<file path="src/rtl/ram_be_pipe_if.sv">
// -----------------------------------------------------------------------------
// ram_be_pipe_if
//   Bus bundle for ram_be_pipe: one write port, one read port and the status
//   strobes. WIDTH and DEPTH must match the parameters of the attached RAM.
//
//   Signals (direction as seen from the RAM, i.e. the slave modport):
//     wr_en      in   1      write request
//     wr_addr    in   AW     write word address
//     wr_data    in   WIDTH  write data
//     wr_be      in   BW     byte enables; bit i covers wr_data[8i+7:8i]
//     rd_en      in   1      read request
//     rd_addr    in   AW     read word address
//     rd_data    out  WIDTH  read data, qualified by rd_valid
//     rd_valid   out  1      one-cycle strobe per accepted read
//     init_done  out  1      RAM cleared and accepting requests
//     addr_err   out  1      one-cycle pulse for an out-of-range request
// -----------------------------------------------------------------------------
interface ram_be_pipe_if #(
  parameter int WIDTH = 32,
  parameter int DEPTH = 16
);
  localparam int AW = (DEPTH > 1) ? $clog2(DEPTH) : 1;
  localparam int BW = WIDTH / 8;

  logic             wr_en;
  logic [AW-1:0]    wr_addr;
  logic [WIDTH-1:0] wr_data;
  logic [BW-1:0]    wr_be;
  logic             rd_en;
  logic [AW-1:0]    rd_addr;
  logic [WIDTH-1:0] rd_data;
  logic             rd_valid;
  logic             init_done;
  logic             addr_err;

  // Requester side (bus adapter / testbench).
  modport master (
    output wr_en, wr_addr, wr_data, wr_be, rd_en, rd_addr,
    input  rd_data, rd_valid, init_done, addr_err
  );

  // Storage side (the RAM).
  modport slave (
    input  wr_en, wr_addr, wr_data, wr_be, rd_en, rd_addr,
    output rd_data, rd_valid, init_done, addr_err
  );
endinterface

</file>
<file path="src/rtl/ram_be_pipe.sv">
// -----------------------------------------------------------------------------
// ram_be_pipe
//   Single-clock simple-dual-port RAM with per-byte write enables, a 1- or
//   2-cycle pipelined read port with valid strobe, selectable same-address
//   read-during-write behaviour, out-of-range address detection and a
//   self-clearing init sweep after reset.
//
//   Parameters:
//     WIDTH    data width in bits, multiple of 8
//     DEPTH    number of words, any value >= 1
//     RD_LAT   read latency: 1 or 2 (2 adds one output register)
//     RW_MODE  same-address read+write: 0 = old data, 1 = merged new data
//
//   Ports:
//     clk      clock, all state on posedge
//     rst      asynchronous active-low reset
//     bus      ram_be_pipe_if.slave (write port, read port, status)
// -----------------------------------------------------------------------------
module ram_be_pipe #(
  parameter int WIDTH   = 32,
  parameter int DEPTH   = 16,
  parameter int RD_LAT  = 1,
  parameter int RW_MODE = 0
) (
  input  logic         clk,
  input  logic         rst,
  ram_be_pipe_if.slave bus
);

  localparam int              AW        = (DEPTH > 1) ? $clog2(DEPTH) : 1;
  localparam int              BW        = WIDTH / 8;
  // Address compares are done one bit wider so DEPTH itself is representable
  // even when DEPTH is a power of two.
  localparam logic [AW:0]     DEPTH_W   = (AW + 1)'(DEPTH);
  localparam logic [AW-1:0]   LAST_ADDR = AW'(DEPTH - 1);

  typedef enum logic {
    ST_INIT  = 1'b0,
    ST_READY = 1'b1
  } state_t;

  // ---------------------------------------------------------------------------
  // State
  // ---------------------------------------------------------------------------
  state_t           r_state;
  logic [AW-1:0]    r_init_cnt;
  logic             r_init_done;
  logic             r_addr_err;
  logic [WIDTH-1:0] r_mem [DEPTH];
  logic [WIDTH-1:0] r_rd_data;
  logic             r_rd_valid;

  // ---------------------------------------------------------------------------
  // Request decode
  // ---------------------------------------------------------------------------
  logic             w_ready;
  logic             w_wr_in_range;
  logic             w_rd_in_range;
  logic             w_wr_ok;
  logic             w_rd_ok;
  logic             w_err;
  logic             w_init_wr;
  logic             w_same_addr;
  logic [WIDTH-1:0] w_old_word;
  logic [WIDTH-1:0] w_merged;
  logic [WIDTH-1:0] w_rd_word;

  assign w_ready       = (r_state == ST_READY);
  assign w_wr_in_range = ({1'b0, bus.wr_addr} < DEPTH_W);
  assign w_rd_in_range = ({1'b0, bus.rd_addr} < DEPTH_W);

  // Requests are only honoured once the init sweep is finished.
  assign w_wr_ok   = w_ready & bus.wr_en & w_wr_in_range;
  // Out-of-range reads are still accepted so the requester always gets its
  // rd_valid; the data path forces them to zero.
  assign w_rd_ok   = w_ready & bus.rd_en;
  // Read and write errors in the same cycle collapse into a single pulse.
  assign w_err     = w_ready & ((bus.wr_en & ~w_wr_in_range) |
                                (bus.rd_en & ~w_rd_in_range));
  assign w_init_wr = (r_state == ST_INIT);

  assign w_old_word  = w_rd_in_range ? r_mem[bus.rd_addr] : '0;
  // w_wr_ok already implies an in-range write address, so equality here also
  // implies an in-range read address.
  assign w_same_addr = w_wr_ok & (bus.wr_addr == bus.rd_addr);

  // Word as it will look after this cycle's byte-enabled write.
  always_comb begin
    // NOTE: give every always_comb output a default before any conditional
    // assignment; a path that leaves it unassigned infers a latch.
    w_merged = w_old_word;
    for (int i = 0; i < BW; i++) begin
      if (bus.wr_be[i]) begin
        w_merged[8*i +: 8] = bus.wr_data[8*i +: 8];
      end
    end
  end

  assign w_rd_word = ((RW_MODE == 1) && w_same_addr) ? w_merged : w_old_word;

  // ---------------------------------------------------------------------------
  // Control FSM: init sweep, then READY until the next reset.
  // ---------------------------------------------------------------------------
  always_ff @(posedge clk or negedge rst) begin
    if (!rst) begin
      // NOTE: state uses non-blocking assignments so every register samples
      // the pre-edge values regardless of statement order.
      r_state     <= ST_INIT;
      r_init_cnt  <= '0;
      r_init_done <= 1'b0;
      r_addr_err  <= 1'b0;
    end else begin
      r_addr_err <= w_err;
      case (r_state)
        ST_INIT: begin
          r_init_cnt <= r_init_cnt + 1'b1;
          // Leave INIT on the same edge that clears the last word.
          if (r_init_cnt == LAST_ADDR) begin
            r_state     <= ST_READY;
            r_init_done <= 1'b1;
          end
        end
        ST_READY: begin
          r_init_done <= 1'b1;
        end
        default: begin
          r_state <= ST_INIT;
        end
      endcase
    end
  end

  // ---------------------------------------------------------------------------
  // Storage array
  // ---------------------------------------------------------------------------
  // NOTE: the array has no reset branch so it maps onto RAM macros; its
  // contents are defined by the init sweep instead.
  always_ff @(posedge clk) begin
    if (w_init_wr) begin
      r_mem[r_init_cnt] <= '0;
    end else if (w_wr_ok) begin
      for (int i = 0; i < BW; i++) begin
        if (bus.wr_be[i]) begin
          r_mem[bus.wr_addr][8*i +: 8] <= bus.wr_data[8*i +: 8];
        end
      end
    end
  end

  // ---------------------------------------------------------------------------
  // Read pipeline. rd_data only moves when a valid word arrives, so it holds
  // its last value between strobes. Reset flushes every stage.
  // ---------------------------------------------------------------------------
  if (RD_LAT == 2) begin : g_lat2
    logic [WIDTH-1:0] r_s1_data;
    logic             r_s1_valid;

    always_ff @(posedge clk or negedge rst) begin
      if (!rst) begin
        r_s1_data  <= '0;
        r_s1_valid <= 1'b0;
        r_rd_data  <= '0;
        r_rd_valid <= 1'b0;
      end else begin
        r_s1_valid <= w_rd_ok;
        if (w_rd_ok) begin
          r_s1_data <= w_rd_word;
        end
        r_rd_valid <= r_s1_valid;
        if (r_s1_valid) begin
          r_rd_data <= r_s1_data;
        end
      end
    end
  end else begin : g_lat1
    always_ff @(posedge clk or negedge rst) begin
      if (!rst) begin
        r_rd_data  <= '0;
        r_rd_valid <= 1'b0;
      end else begin
        r_rd_valid <= w_rd_ok;
        if (w_rd_ok) begin
          r_rd_data <= w_rd_word;
        end
      end
    end
  end

  // ---------------------------------------------------------------------------
  // Outputs (all registered)
  // ---------------------------------------------------------------------------
  assign bus.rd_data   = r_rd_data;
  assign bus.rd_valid  = r_rd_valid;
  assign bus.init_done = r_init_done;
  assign bus.addr_err  = r_addr_err;

endmodule
</file>
<file path="src/flat_wrapper.sv">
// flat-port wrapper written by rule: the top's interface ports become plain ports
module ram_be_pipe_flat 
#(
  parameter int WIDTH   = 32,
  parameter int DEPTH   = 16,
  parameter int RD_LAT  = 1,
  parameter int RW_MODE = 0
)
  (clk, rst, bus_wr_en, bus_wr_addr, bus_wr_data, bus_wr_be, bus_rd_en, bus_rd_addr, bus_rd_data, bus_rd_valid, bus_init_done, bus_addr_err);
  ram_be_pipe_if #(.WIDTH(WIDTH), .DEPTH(DEPTH)) bus_i ();
  input  logic clk;
  input  logic rst;
  input wire logic [$bits(bus_i.wr_en)-1:0] bus_wr_en;
  input wire logic [$bits(bus_i.wr_addr)-1:0] bus_wr_addr;
  input wire logic [$bits(bus_i.wr_data)-1:0] bus_wr_data;
  input wire logic [$bits(bus_i.wr_be)-1:0] bus_wr_be;
  input wire logic [$bits(bus_i.rd_en)-1:0] bus_rd_en;
  input wire logic [$bits(bus_i.rd_addr)-1:0] bus_rd_addr;
  output wire logic [$bits(bus_i.rd_data)-1:0] bus_rd_data;
  output wire logic [$bits(bus_i.rd_valid)-1:0] bus_rd_valid;
  output wire logic [$bits(bus_i.init_done)-1:0] bus_init_done;
  output wire logic [$bits(bus_i.addr_err)-1:0] bus_addr_err;
  assign bus_i.wr_en = bus_wr_en;
  assign bus_i.wr_addr = bus_wr_addr;
  assign bus_i.wr_data = bus_wr_data;
  assign bus_i.wr_be = bus_wr_be;
  assign bus_i.rd_en = bus_rd_en;
  assign bus_i.rd_addr = bus_rd_addr;
  assign bus_rd_data = bus_i.rd_data;
  assign bus_rd_valid = bus_i.rd_valid;
  assign bus_init_done = bus_i.init_done;
  assign bus_addr_err = bus_i.addr_err;
  ram_be_pipe #(.WIDTH(WIDTH), .DEPTH(DEPTH), .RD_LAT(RD_LAT), .RW_MODE(RW_MODE)) u_core (.clk(clk), .rst(rst), .bus(bus_i));
endmodule
</file>
<file path="config.mk">
export PLATFORM = sky130hd
export DESIGN_NAME = ram_be_pipe_flat
export DESIGN_NICKNAME = d
export VERILOG_FILES = /design/src/rtl/ram_be_pipe_if.sv /design/src/rtl/ram_be_pipe.sv /design/src/flat_wrapper.sv
export SDC_FILE = /design/constraint.sdc
export NUM_CORES = 1
export LEC_CHECK = 0
export CAP_MARGIN = 20
export CORE_MARGIN = 3
export CORE_UTILIZATION = 64
export CTS_CLUSTER_SIZE = 30
export DETAILED_ROUTE_END_ITERATION = 10
export PLACE_DENSITY = 0.82
export SYNTH_ARGS = -nofsm -noshare
export SYNTH_HDL_FRONTEND = slang
export SYNTH_SLANG_ARGS = --single-unit
</file>
<file path="constraint.sdc">
create_clock -name clk -period 3.2 [get_ports clk]
set_input_delay 0.64 -clock clk [delete_from_list [all_inputs] [get_ports clk]]
set_output_delay 0.64 -clock clk [all_outputs]
set_load 0.01 [all_outputs]
</file>
---- After elaboration in Yosys (flattened, before gate mapping) ----
Memories as Yosys holds them, arrays and structs flattened. A register that Yosys moved wholly into a read port is not among the register bits.
Index checks and enable logic that the tools add are counted.
cells by class
  $add $sub $neg .......................... 1
  multiplexer cells ....................... 24
  reduce and logical (&&, ||, !) cells .... 2
  equal/unequal tests ..................... 2
  bitwise gates (word level) .............. 3
operator list
  kind                                                            number
  32-bit 2-to-1 mux                                               1
  32-bit OR reduction                                             1
  1-bit 2-to-1 mux                                                20
  4-bit 2-to-1 mux                                                2
  4-bit by 1-bit adder with 4-bit output (second input constant)  1
  4-bit equality test (second input constant)                     1
  1-bit AND                                                       2
  2-bit != test (second input constant)                           1
  1-bit case mux with 2 select lines                              1
  1-bit zero test                                                 1
  1-bit inverter                                                  1
storage, ports and cells
  memory bits (writable) .................. 512
  output and inout port bits .............. 35
  bits of input ports ..................... 48
  memories kept ........................... 1
  logic and storage cells ................. 37
  register bits ........................... 7
memory list
  memory        words  bits a word  rd ports  clocked after memory_dff  wr ports  RTL line           source
  u_core.r_mem  16     32           1         1                         1         ram_be_pipe.sv:49  logic [WIDTH-1:0] r_mem [DEPTH];

---- Logic depth before layout (Yosys ltp) ----
  word-level depth ........................ 6
  depth in mapped cells ................... 7
  mapped depth without buffers ............ 4

---- Worst setup path after synthesis ----
Ideal clock, no wire load.
  path kind ............................... input -> register
  start ................................... input bus_wr_be[1]
  end ..................................... memory u_core.r_mem[13][16], enable pin
  setup slack ............................. 0.626 ns
  stages on the path ...................... 6
  arrival time ............................ 2.190 ns
  library setup time ...................... 0.383 ns
  path buffers ............................ 2
  required time ........................... 2.817 ns
  cell sequence ........................... nor4_4 -> nor2_4 -> buf_8 -> mux2i_4 -> buf_6 -> nor3_1
on the way
  longest elaborated chain between the ends .. 6
  elaborated cells on any way between the ends .. 7
  those cells by class .................... 6 x mux; 1 x reduce/logical
RTL lines
  what                                        RTL line            source
  start, declared                             flat_wrapper.sv:16  input wire logic [$bits(bus_i.wr_be)-1:0] bus_wr_be;
  1-bit 2-to-1 mux (*)                        ram_be_pipe.sv:143  if (bus.wr_be[i]) begin
  1-bit 2-to-1 mux (*)                        ram_be_pipe.sv:141  end else if (w_wr_ok) begin
  1-bit 2-to-1 mux (*)                        ram_be_pipe.sv:139  if (w_init_wr) begin
  1-bit 2-to-1 mux (implied by the code) (*)  ram_be_pipe.sv:144  r_mem[bus.wr_addr][8*i +: 8] <= bus.wr_data[8*i +: 8];
  32-bit OR reduction (no line) (*)           --
  4-bit 2-to-1 mux (no line)                  --
  end, declared                               ram_be_pipe.sv:49
Mark *: on every way between the ends. The rest lies on a longest branch, timed or not.

---- Worst setup path in the final report ----
  start ................................... input bus_wr_be[2]
  end ..................................... memory u_core.r_mem[8][23], enable pin
on the way
  longest elaborated chain between the ends .. 6
  elaborated cells on any way between the ends .. 7
  those cells by class .................... 6 x mux; 1 x reduce/logical
RTL lines
  what                                        RTL line
  1-bit 2-to-1 mux (*)                        ram_be_pipe.sv:143
  1-bit 2-to-1 mux (*)                        ram_be_pipe.sv:141
  1-bit 2-to-1 mux (*)                        ram_be_pipe.sv:139
  1-bit 2-to-1 mux (implied by the code) (*)  ram_be_pipe.sv:144
  32-bit OR reduction (no line)               --
  4-bit 2-to-1 mux (no line)                  --
Marked as above.

==> flow_metrics.env <==
export IMPL_status="completed"
export IMPL_io_pins=83
export IMPL_critPathKind="in -> reg"
export IMPL_avgViaCountPerCell=6.37
export IMPL_final_util=0.762
export IMPL_wirelength_mm=51.6
export IMPL_dieArea_sq_um=36500
export IMPL_grt_busiest_layer="met2"
export IMPL_cts_sinks=551
export IMPL_crit_fanout=17
export IMPL_globalRouteMet3Util=0.0446
export IMPL_drive_gt1_frac=0.138
export IMPL_gr_total_overflow=0
export IMPL_finalPower_mw=15.2
export IMPL_worst_pin_slew_ps=1090
export IMPL_ys_warn_count=0
export IMPL_fin_worst_skew_ps=26.3
export IMPL_cts_resized_gates=0
export IMPL_slowest_delay_ps=870
export IMPL_grt_antenna_before_repair=0
export IMPL_syn_area_sq_um=21900
export IMPL_finalHoldViolations=0
export IMPL_first_iter_violations=1365
export IMPL_setup_viol=0
export IMPL_cts_root_buf="clkbuf_16"
export IMPL_synth_net_count=1395
export IMPL_clk_path_buf_depth=3
export IMPL_setup_ws_ps=447
export IMPL_grt_usage=0.287
export IMPL_syn2layout_area_growth_pct=16.8
export IMPL_cts_tree="yes"
export IMPL_power_density_nw_per_um2=592
export IMPL_period_needed_ps=2750
export IMPL_maxSlewViolCount=0
export IMPL_hpwlAfterDp_mm=31.5
export IMPL_clk_pin_slew_worst_paths_ps=60
export IMPL_portBuffers=81
export IMPL_grt_util_met1=0.406
export IMPL_power_leakage_nw=9.84
export IMPL_routedWlPerCell_um=25.9
export IMPL_fmax_mhz=363
export IMPL_cts_setup_buffers=0
export IMPL_rsz0062_at_grt="false"
export IMPL_ys_ff_latch=551
export IMPL_hold_slack_ps=118
export IMPL_place_ws_ps=-53.4
export IMPL_syn_inst=1346
export IMPL_ys_seq_area_frac=0.746
export IMPL_arrival_ps=3060
export IMPL_cap_violations=0
export IMPL_vias=12715
export IMPL_hold_buffers=0
export IMPL_mostFrequentLayoutCells="edfxtp_1, mux2i_1, nand2_1"
export IMPL_nNetsFinal=1550
export IMPL_grt_use_met2=0.468
export IMPL_grt_max_degree=65
export IMPL_cp_end_kind="flip-flop"
export IMPL_core_area_sq_um=33600
export IMPL_start_kind="input pin"
export IMPL_start_util=0.652
export IMPL_fp_row_count=67
export IMPL_clk_latency_ps=570
export IMPL_die_x_um=191
export IMPL_firstDrtPassIters=7
export IMPL_worstPathRequired_ps=3510
export IMPL_numCtsBuffers=53
export IMPL_layout_commonest_cell="edfxtp_1"
export IMPL_route_detailed_drc=0
export IMPL_htreeDepth=2
export IMPL_drtAntennaViolNets=0
export IMPL_path_cells="clkdlybuf4s50_1, nor4_4, nor2_4, buf_12, mux2i_4, nor3_1, buf_4"
export IMPL_yosysUniqueCellTypes=35
export IMPL_fp_dieH_um=191
export IMPL_relSlewSlack=0.259
export IMPL_avgSynthCellArea_sq_um=16.3
export IMPL_gp_congestion=0.890
export IMPL_grt_pass1_wl_mm=77.9
export IMPL_worst_path_max_delay_cell="mux2i_4"
export IMPL_hold_path_class="in -> async"
export IMPL_ir_drop_mv=0.477
export IMPL_nFillCells=1847
export IMPL_fin_crit_sh=0.860
export IMPL_grt_pass1_vias=12997
metrics by stage:
step | TNS [ps] | std cells | area (sq um)
final | 0 | 1995 | 25600
after CTS | 0 | 1994 | 25600
after detailed placement | -1300 | 1894 | 23900
after floorplan | 0 | 1346 | 21900
after global routing | 0 | 1994 | 25600
after global placement | -116 | 1894 | 23900
where the power goes:
part           switching [mW]  internal [mW]  leakage, nW
Sequential             0.0387           7.95         5.78
Combinational           0.631          0.392         3.22
Clock                    2.57           3.58        0.845
Total                    3.24           11.9         9.84
sequential cells by signal (all words and copies together), names as in the netlist:
register / flops
u_core.bus.init_done: 1
u_core.bus.rd_valid: 1
u_core.bus.rd_data: 32
u_core.r_init_cnt: 4
u_core.r_mem: 512
u_core.r_state: 1
cell families (layout without fill, tap and decap cells):
family	Yosys count	after routing	share of synthesized area
fa+ha+maj	1	1	0.000571
xor+xnor	3	3	0.00120
mux	265	265	0.125
flops	551	551	0.746
buf+inv	85	285	0.0187
simple gates	329	329	0.0745
other cells	1	2	0.000171
compound gates	111	111	0.0344
cell type report:
cell class	instances	area (sq um)	share of cell area
Antenna cell	1	2.50	0.0000977
Clock buffer	72	1480	0.0578
Clock inverter	28	263	0.0103
Inverter	1	3.75	0.000147
Multi-Input combinational cell	710	5190	0.203
Sequential cell	551	16400	0.638
Tap cell	448	561	0.0219
Timing Repair Buffer	184	1760	0.0687
metal layers:
layer / wire [um] / up-vias
met2: 25400 / 751
met1: 20400 / 6326
li1: - / 5523
met5: 0 / -
met3: 4370 / 115
met4: 1420 / 0
synth_stat cells, drive strengths merged:
cell    number  area share
ha           1     0.00057
mux2i      262        0.12
edfxtp     512        0.70
nand4b       1     0.00040
clkbuf      37      0.0063
a21oi       32      0.0073
nor2b       10      0.0029
and2        33      0.0094
xnor2        3      0.0012
nor2         7      0.0015
nand3       75       0.017
inv          1     0.00017
conb         1     0.00017
mux2         3      0.0019
a21boi       4      0.0014
a22oi       74       0.025
nand4       22      0.0063
nor4         1     0.00097
buf         47       0.012
nand2b       1     0.00029
nand2      114       0.020
dfrtp       39       0.045
a31o         1     0.00040
or2          1     0.00029
nor3        64       0.016
critical path, delay by kind of cell:
family	cells	cell delay, ps
buf+inv	3	980
simple gates	3	560
mux	1	870
path summary, 6_finish.rpt:
path	from	to	slack, ps	cells after the start
min	rst	u_core.bus.rd_data[24]	120	1
max reg2reg	u_core.r_state	u_core.r_mem[8][23]	610	6
max	bus_wr_be[2]	u_core.r_mem[8][23]	450	7
min in group clk	u_core.bus.rd_data[1]	u_core.bus.rd_data[1]	470	2
max in group asynchronous	rst	u_core.r_init_cnt[2]	2240	2
min reg2reg	u_core.bus.rd_data[1]	u_core.bus.rd_data[1]	470	2
No activity file was read; power rests on OpenSTA's default activity.
